`src/rtl/logic16_arbiter_if.sv`:
```
`default_nettype none
// ============================================================================
// Module   : logic16_arbiter_if
// Purpose  : Request/response bundle between the requesters/consumer and the
//            shared 16-bit logic-unit arbiter.
// Revision : 1.0 - initial release
// ============================================================================
interface logic16_arbiter_if #(
    parameter int NREQ = 4,
    parameter int IDW  = 2
);
    logic [NREQ-1:0]      req_valid;
    logic [NREQ-1:0]      req_ready;
    logic [16*NREQ-1:0]   req_a;
    logic [16*NREQ-1:0]   req_b;
    logic [2*NREQ-1:0]    req_op;
    logic                 rsp_valid;
    logic                 rsp_ready;
    logic [15:0]          rsp_data;
    logic [IDW-1:0]       rsp_id;
    logic                 busy;

    // Requester and result-consumer side.
    modport master (
        output req_valid, req_a, req_b, req_op, rsp_ready,
        input  req_ready, rsp_valid, rsp_data, rsp_id, busy
    );

    // Arbiter side.
    modport slave (
        input  req_valid, req_a, req_b, req_op, rsp_ready,
        output req_ready, rsp_valid, rsp_data, rsp_id, busy
    );
endinterface
`default_nettype wire

```
`src/rtl/logic16_arbiter.sv`:
```
`default_nettype none
// ============================================================================
// Module   : logic16_arbiter
// Purpose  : Round-robin arbiter/sequencer sharing one 16-bit bitwise logic
//            unit (AND/OR/XOR/NAND) among NREQ requesters, with a tagged,
//            held result. Optional macro LOGIC16_ARB_BACK2BACK_EN lets a new
//            request be accepted in the same cycle the result is consumed.
// Revision : 1.0 - initial release
// ============================================================================
module logic16_arbiter #(
    parameter int NREQ = 4,
    parameter int IDW  = 2
) (
    input  wire logic            clk,
    input  wire logic            rst_n,
    logic16_arbiter_if.slave     arb
);

    typedef enum logic [1:0] {
        S_IDLE = 2'd0,
        S_EXEC = 2'd1,
        S_RESP = 2'd2
    } state_t;

    localparam logic [1:0] OP_AND  = 2'b00;
    localparam logic [1:0] OP_OR   = 2'b01;
    localparam logic [1:0] OP_XOR  = 2'b10;
    localparam logic [1:0] OP_NAND = 2'b11;

    state_t          state_q;
    logic [IDW-1:0]  rr_q;
    logic [IDW-1:0]  id_q;
    logic [15:0]     a_q;
    logic [15:0]     b_q;
    logic [1:0]      op_q;
    logic            rsp_valid_q;
    logic [15:0]     rsp_data_q;
    logic [IDW-1:0]  rsp_id_q;

    logic            found_d;
    logic [IDW-1:0]  gnt_idx_d;
    logic [IDW:0]    cand_d;
    logic            accept_en_d;
    logic            transfer_d;
    logic [NREQ-1:0] req_ready_d;
    logic [IDW-1:0]  rr_d;
    logic [15:0]     a_sel_d;
    logic [15:0]     b_sel_d;
    logic [1:0]      op_sel_d;
    logic [15:0]     and_lane;
    logic [15:0]     result_d;

    // Rotating priority search starting at the round-robin pointer.
    always_comb begin
        found_d   = 1'b0;
        gnt_idx_d = rr_q;
        cand_d    = '0;
        for (int k = 0; k < NREQ; k++) begin
            cand_d = {1'b0, rr_q} + (IDW+1)'(k);
            if (cand_d >= (IDW+1)'(NREQ)) begin
                cand_d = cand_d - (IDW+1)'(NREQ);
            end
            if (!found_d && arb.req_valid[cand_d[IDW-1:0]]) begin
                found_d   = 1'b1;
                gnt_idx_d = cand_d[IDW-1:0];
            end
        end
    end

`ifdef LOGIC16_ARB_BACK2BACK_EN
    assign accept_en_d = rst_n &&
                         ((state_q == S_IDLE) ||
                          ((state_q == S_RESP) && arb.rsp_ready));
`else
    assign accept_en_d = rst_n && (state_q == S_IDLE);
`endif

    assign transfer_d = accept_en_d && found_d;

    always_comb begin
        req_ready_d = '0;
        if (transfer_d) begin
            req_ready_d[gnt_idx_d] = 1'b1;
        end
    end

    assign rr_d     = (gnt_idx_d == IDW'(NREQ-1)) ? '0 : gnt_idx_d + 1'b1;
    assign a_sel_d  = arb.req_a[16*gnt_idx_d +: 16];
    assign b_sel_d  = arb.req_b[16*gnt_idx_d +: 16];
    assign op_sel_d = arb.req_op[2*gnt_idx_d +: 2];

    // Shared and16 lane; the NAND result is derived from it as well.
    generate
        for (genvar i = 0; i < 16; i++) begin : g_and16
            assign and_lane[i] = a_q[i] & b_q[i];
        end
    endgenerate

    always_comb begin
        result_d = and_lane;
        case (op_q)
            OP_AND:  result_d = and_lane;
            OP_OR:   result_d = a_q | b_q;
            OP_XOR:  result_d = a_q ^ b_q;
            OP_NAND: result_d = ~and_lane;
            default: result_d = and_lane;
        endcase
    end

    always_ff @(posedge clk or negedge rst_n) begin
        if (!rst_n) begin
            state_q     <= S_IDLE;
            rr_q        <= '0;
            id_q        <= '0;
            a_q         <= '0;
            b_q         <= '0;
            op_q        <= '0;
            rsp_valid_q <= 1'b0;
            rsp_data_q  <= '0;
            rsp_id_q    <= '0;
        end else begin
            if (transfer_d) begin
                a_q  <= a_sel_d;
                b_q  <= b_sel_d;
                op_q <= op_sel_d;
                id_q <= gnt_idx_d;
                rr_q <= rr_d;
            end
            case (state_q)
                S_IDLE: begin
                    if (transfer_d) begin
                        state_q <= S_EXEC;
                    end
                end
                S_EXEC: begin
                    rsp_data_q  <= result_d;
                    rsp_id_q    <= id_q;
                    rsp_valid_q <= 1'b1;
                    state_q     <= S_RESP;
                end
                S_RESP: begin
                    if (arb.rsp_ready) begin
                        rsp_valid_q <= 1'b0;
                        // A same-cycle transfer only exists in back-to-back builds.
                        state_q     <= transfer_d ? S_EXEC : S_IDLE;
                    end
                end
                default: begin
                    state_q     <= S_IDLE;
                    rsp_valid_q <= 1'b0;
                end
            endcase
        end
    end

    assign arb.req_ready = req_ready_d;
    assign arb.rsp_valid = rsp_valid_q;
    assign arb.rsp_data  = rsp_data_q;
    assign arb.rsp_id    = rsp_id_q;
    assign arb.busy      = (state_q != S_IDLE);

endmodule
`default_nettype wire

```
`src/flat_wrapper.sv`:
```
// flat-port wrapper written by rule: the top's interface ports become plain ports
module logic16_arbiter_flat 
#(
    parameter int NREQ = 4,
    parameter int IDW  = 2
)
  (clk, rst_n, arb_req_valid, arb_req_a, arb_req_b, arb_req_op, arb_rsp_ready, arb_req_ready, arb_rsp_valid, arb_rsp_data, arb_rsp_id, arb_busy);
  logic16_arbiter_if #(.NREQ(NREQ), .IDW(IDW)) arb_i ();
  input  wire logic clk;
  input  wire logic rst_n;
  input wire logic [$bits(arb_i.req_valid)-1:0] arb_req_valid;
  input wire logic [$bits(arb_i.req_a)-1:0] arb_req_a;
  input wire logic [$bits(arb_i.req_b)-1:0] arb_req_b;
  input wire logic [$bits(arb_i.req_op)-1:0] arb_req_op;
  input wire logic [$bits(arb_i.rsp_ready)-1:0] arb_rsp_ready;
  output wire logic [$bits(arb_i.req_ready)-1:0] arb_req_ready;
  output wire logic [$bits(arb_i.rsp_valid)-1:0] arb_rsp_valid;
  output wire logic [$bits(arb_i.rsp_data)-1:0] arb_rsp_data;
  output wire logic [$bits(arb_i.rsp_id)-1:0] arb_rsp_id;
  output wire logic [$bits(arb_i.busy)-1:0] arb_busy;
  assign arb_i.req_valid = arb_req_valid;
  assign arb_i.req_a = arb_req_a;
  assign arb_i.req_b = arb_req_b;
  assign arb_i.req_op = arb_req_op;
  assign arb_i.rsp_ready = arb_rsp_ready;
  assign arb_req_ready = arb_i.req_ready;
  assign arb_rsp_valid = arb_i.rsp_valid;
  assign arb_rsp_data = arb_i.rsp_data;
  assign arb_rsp_id = arb_i.rsp_id;
  assign arb_busy = arb_i.busy;
  logic16_arbiter #(.NREQ(NREQ), .IDW(IDW)) u_core (.clk(clk), .rst_n(rst_n), .arb(arb_i));
endmodule
```
`config.mk`:
```
export PLATFORM = sky130hd
export DESIGN_NAME = logic16_arbiter_flat
export DESIGN_NICKNAME = d
export VERILOG_FILES = /design/src/rtl/logic16_arbiter_if.sv /design/src/rtl/logic16_arbiter.sv /design/src/flat_wrapper.sv
export SDC_FILE = /design/constraint.sdc
export NUM_CORES = 1
export LEC_CHECK = 0
export BUFFER_PORTS_ARGS = -buffer_cell sky130_fd_sc_hd__buf_4
export CORE_MARGIN = 2
export CORE_UTILIZATION = 49
export CTS_BUF_LIST = sky130_fd_sc_hd__clkbuf_4 sky130_fd_sc_hd__clkbuf_8 sky130_fd_sc_hd__clkbuf_16
export CTS_CLUSTER_SIZE = 8
export DETAILED_ROUTE_END_ITERATION = 10
export PLACE_DENSITY_LB_ADDON = 0.3
export SLEW_MARGIN = 25
export SYNTH_ARGS = -nofsm -noshare
export SYNTH_HDL_FRONTEND = slang
export SYNTH_SLANG_ARGS = --single-unit
```
`constraint.sdc`:
```
create_clock -name clk -period 3 [get_ports clk]
set_input_delay 0.15 -clock clk [delete_from_list [all_inputs] [get_ports clk]]
set_output_delay 0.15 -clock clk [all_outputs]
set_load 0.02 [all_outputs]
```
# Word level (Yosys, flattened, before mapping)
# Index checks and enable logic that the tools add are counted.
# word_totals
word_cells	103
reg_bits	59
out_inout_bits	24
# op_classes
n_bitwise	20
shift	3
muxes	31
n_lt_le_gt_ge	10
addsub	8
eq_ne	8
reduce_logical	14
# ops
op	n
64-bit by 7-bit variable part select with 16-bit output	2
16-bit one-hot mux with 4 select lines	1
2-bit 2-to-1 mux	11
1-bit AND	16
16-bit inverter	1
16-bit bitwise OR	1
16-bit bitwise XOR	1
2-bit by 3-bit < comparator with 1-bit output, second input constant	5
1-bit 2-to-1 mux	11
3-bit greater-or-equal comparator, second input constant	3
1-bit binary-select mux with 2-bit select	4
2-bit equality test, second input constant	4
8-bit by 4-bit variable part select with 2-bit output	1
2-bit by 1-bit subtractor with 2-bit output, second input constant	4
2-bit by 2-bit adder with 3-bit output, second input constant	2
1-bit logical AND	6
2-bit one-hot mux with 3 select lines	1
2-bit by 1-bit equality test with 1-bit output, second input constant	2
2-bit zero test	2
4-bit 2-to-1 mux	1
2-bit AND reduction	2
2-bit by 1-bit adder with 3-bit output, second input constant	1
2-bit by 3-bit greater-or-equal comparator with 1-bit output, second input constant	1
1-bit zero test	3
8 further kinds	8

# Logic depth before layout (Yosys ltp)
# depth
word_depth	19
ltp_mapped	8
mapped_depth_nobuf	7

# Least setup slack after synthesis
# Ideal clock, no wire load.
# synth_timing
path_kind	register to output
from	register u_core.rr_q[0]
to	output port arb_req_ready[3]
path_stages_with_launch	8
required_ps	2850
setup_slack_ps	1365
arrival_ps	1485
cell_sequence	dfrtp_1 and2b_1 nor2_1 a2bb2oi_1 buf_4 buf_4 ha_1 and2_1
# synth_via
elab_chain_cells	19
# synth_rtl
element	line_no	source
from (decl)	logic16_arbiter.sv:31	logic [IDW-1:0] rr_q;
from (signal assigned)	logic16_arbiter.sv:127	rr_q <= rr_d;
branches (longest 18 deep; another with 2-bit by 1-bit adder with 3-bit output)	--	
4-bit 2-to-1 mux *	logic16_arbiter.sv:82	if (transfer_d) begin
to (decl)	flat_wrapper.sv:16	output wire logic [$bits(arb_i.req_ready)-1:0] arb_req_ready;
# Every way passes the cells marked *. The select of a mux whose other input is x is not followed.

# Final worst setup path
# layout_timing
from	register u_core.state_q[0]
to	output port arb_req_ready[0]
# layout_via
elab_chain_cells	4
# layout_rtl
element	line_no	source
from (decl)	logic16_arbiter.sv:30	state_t state_q;
from (signal assigned)	logic16_arbiter.sv:145	state_q <= transfer_d ? S_EXEC : S_IDLE;
2-bit zero test	logic16_arbiter.sv:75	assign accept_en_d = rst_n && (state_q == S_IDLE);
1-bit logical AND	logic16_arbiter.sv:75	
1-bit logical AND	logic16_arbiter.sv:78	assign transfer_d = accept_en_d && found_d;
4-bit 2-to-1 mux	logic16_arbiter.sv:82	
# No other way between the ends.

==> impl_results.md <==
* Status: finished, violations left
* Failing checks: negative hold slack
* Netlist cell types at 36
* Final Setup Violations at 0
* Die Wd at 96.24 um
* RePlAce Congestion at 0.7800
* GR Layer Usage met1 at roughly 30%
* Commonest cells in the netlist: mux2i_1, dfrtp_1, nand2_1, inv_1, nor2_1
* Synth async-reset ratio at 100.0%
* Die footprint at around 0.0093 mm2
* Arrival @ worst endpoint at 2.29 ns
* Worst vdd ir at 0.0004351 V
* Area contributors post-synth: dfrtp_1, mux2i_1, ha_1
* GR Util All Layers at roughly a quarter
* Synth Warn # at 0
* Number of global-route vias before repair at around 3.7k
* Dominant cell type by area after synthesis: dfrtp_1
* PD cells at 890.8 mW/mm2
* # rows at 33
* DRT Pass-1 Iters at 4
* Iter 0 DRT Violations at around 170
* Yosys top cell area share at 35.41%
* GR Util met2 at 40.57%
* CP Class: flop to primary output
* Final hold slack at -0.02018 ns
* Final clock skew at 0.01138 ns
* Hold WC Path Type: primary input to async pin
* CTS tree: yes
* DR vias at between 3k and 4k
* Setup Fix Bufs, Post-CTS at 0
* Total grt overflow at 0
* Mapped Cells at around 460
* Initial Util at 50.74%
* Leakage Power at 2.924 nW
* Tot Pwr at around 5.0 mW
* # DRC at 0
* Global-route wire length before repair at 16.90 mm
* # clock sinks at 59
* Sequential element share of the synthesized area at 35.41%
* Routed WL at roughly 11 mm
* M3 GR Usage at 4.072%
* Nets at 783
* Seq cells post-synth at 59
* Grt peak-use layer: met2
* Core ar. at 0.008217 mm2
* Clock buffer count from CTS at 9
* Syn Std Cell Area at 0.004169 mm2
* Post-synth EDFFs at 0
* Antenna Violating Nets Remaining at 0
* CTS H-tree depth at 3
* Drt wl/cell at ~15 um
* Hold Fails Final Rpt at 6
* CP max FO at 34
* Area Growth Syn to Fin at 35.41%
* Fin crit share at 81.34%
* Share of cells above drive strength 1 at 32.84%
* Top_reg_cell synth: dfrtp_1
* RSZ-0062 raised after global routing: no
* Fmax at 409.8 MHz
* DPL Wire Length at roughly 8.1 mm
* Post-layout util at 68.71%
* CP Data Required Time at 2.85 ns
* Sum Neg Setup Slack at 0 ns
* I/O Pins at 167
* Vias per inst at 5.395
* Hold_buf cts at 0
* Clk Latency, worst-skew pair at 0.33 ns
* CTS root buffer: clkbuf_8
* Crit start category: flop
* Clock transition at path regs at 0.08 ns
* Syn_area_per_cell at 9.143 um2
* Slew Limit Fails at 0
* Fin crit period at 2.440 ns
* Largest net degree at the start of global routing at 62
* CTS max path bufs at 2
* Initial antenna violation count at 0
* Port Buffer Count at 166
* Max_slew headroom at 35.41%
* Most common cell in the netlist: mux2i_1
* Worst setup EP type: primary output
* Max cap viols at 0
* Post-synth net total at roughly 630
* Worst Tran Pin Value at slightly below 1 ns
* Die Span Y at 96.24 um
* Resized cells post-CTS at 0
* N_diodes at 0
==> layer usage <==
metal / vias to the layer above / wire length (um)
li1: 1914 / -
met1: 1831 / 4400
met2: 114 / 5591
met3: 9 / 517
met4: 0 / 75
met5: - / 0
==> placed cells by master (no fill, tap or decap), types with 2 or more instances in the layout <==
master      count
buf_4         171
mux2i_1        70
nand2_1        59
dfrtp_1        58
inv_1          40
nor2_1         38
o221ai_1       33
ha_1           33
a21oi_1        30
o21ai_0        21
a211oi_1       15
clkbuf_8        9
clkinv_2        3
nor2b_1         2
inv_2           2
mux2_2          2
clkinvlp_4      2
buf_12          2
==> metrics by stage <==
stage	cells	instance area, um2	setup WS (ns)
6_report	717	5645	0.5598
2_1_floorplan	456	4169	1.365
3_3_place_gp	701	5450	0.9531
3_5_place_dp	701	5450	0.8569
5_1_grt	717	5645	0.3795
4_1_cts	717	5643	0.5454
==> path summary, 6_finish.rpt <==
path	depth (start not counted)	startpoint	slack, ns	endpoint
max	6	u_core.state_q[0]	0.56	arb_req_ready[0]
min	2	rst_n	-0.02	u_core.rr_q[1]
max reg2reg	6	u_core.rr_q[1]	0.84	u_core.a_q[11]
min reg2reg	2	u_core.arb.rsp_data[2]	0.48	u_core.arb.rsp_data[2]
max in group asynchronous	2	rst_n	2.47	u_core.op_q[0]
min in group clk	4	arb_rsp_ready	0.06	u_core.state_q[1]
==> layout make-up <==
| class | count | area, um2 |
|---|---|---|
| Multi-Input combinational cell | 322 | 2362 |
| Timing Repair Buffer | 173 | 1324 |
| Fill cell | 640 | 2571 |
| Tap cell | 105 | 131.4 |
| Sequential cell | 59 | 1478 |
| Clock inverter | 7 | 68.82 |
| Clock buffer | 9 | 123.9 |
| Inverter | 42 | 157.7 |
==> where the power goes <==
group | internal, mW | leakage, nW | switching [mW] | total [mW]
logic | 1.26 | 2.10 | 1.49 | 2.75
registers | 1.17 | 0.733 | 0.401 | 1.57
clock network | 0.380 | 0.0950 | 0.329 | 0.709
total | 2.81 | 2.92 | 2.22 | 5.03
==> flip-flops by register name, indices dropped and copies added (netlist names) <==
register,cells
u_core.rr_q,2
u_core.op_q,2
u_core.arb.rsp_valid,1
u_core.a_q,16
u_core.id_q,2
u_core.state_q,2
u_core.arb.rsp_id,2
u_core.b_q,16
u_core.arb.rsp_data,16
==> logic make-up (layout without fill, tap and decap cells) <==
logic type,after synthesis,count (layout),synth area share [%]
buf+inv,75,231,8.643
fa+ha+maj,33,33,9.904
compound gates,111,111,18.46
simple gates,106,106,10.23
mux,72,72,17.35
flops,59,59,35.41
==> critical path, stage by stage (launching register included) <==
cell and delay (ns):
dfrtp_1 0.43, nor2_1 0.34, o311ai_4 0.17, inv_2 0.21, nand2_2 0.42, nor2_1 0.22, buf_4 0.17
Power figures use the tool's default switching activity.
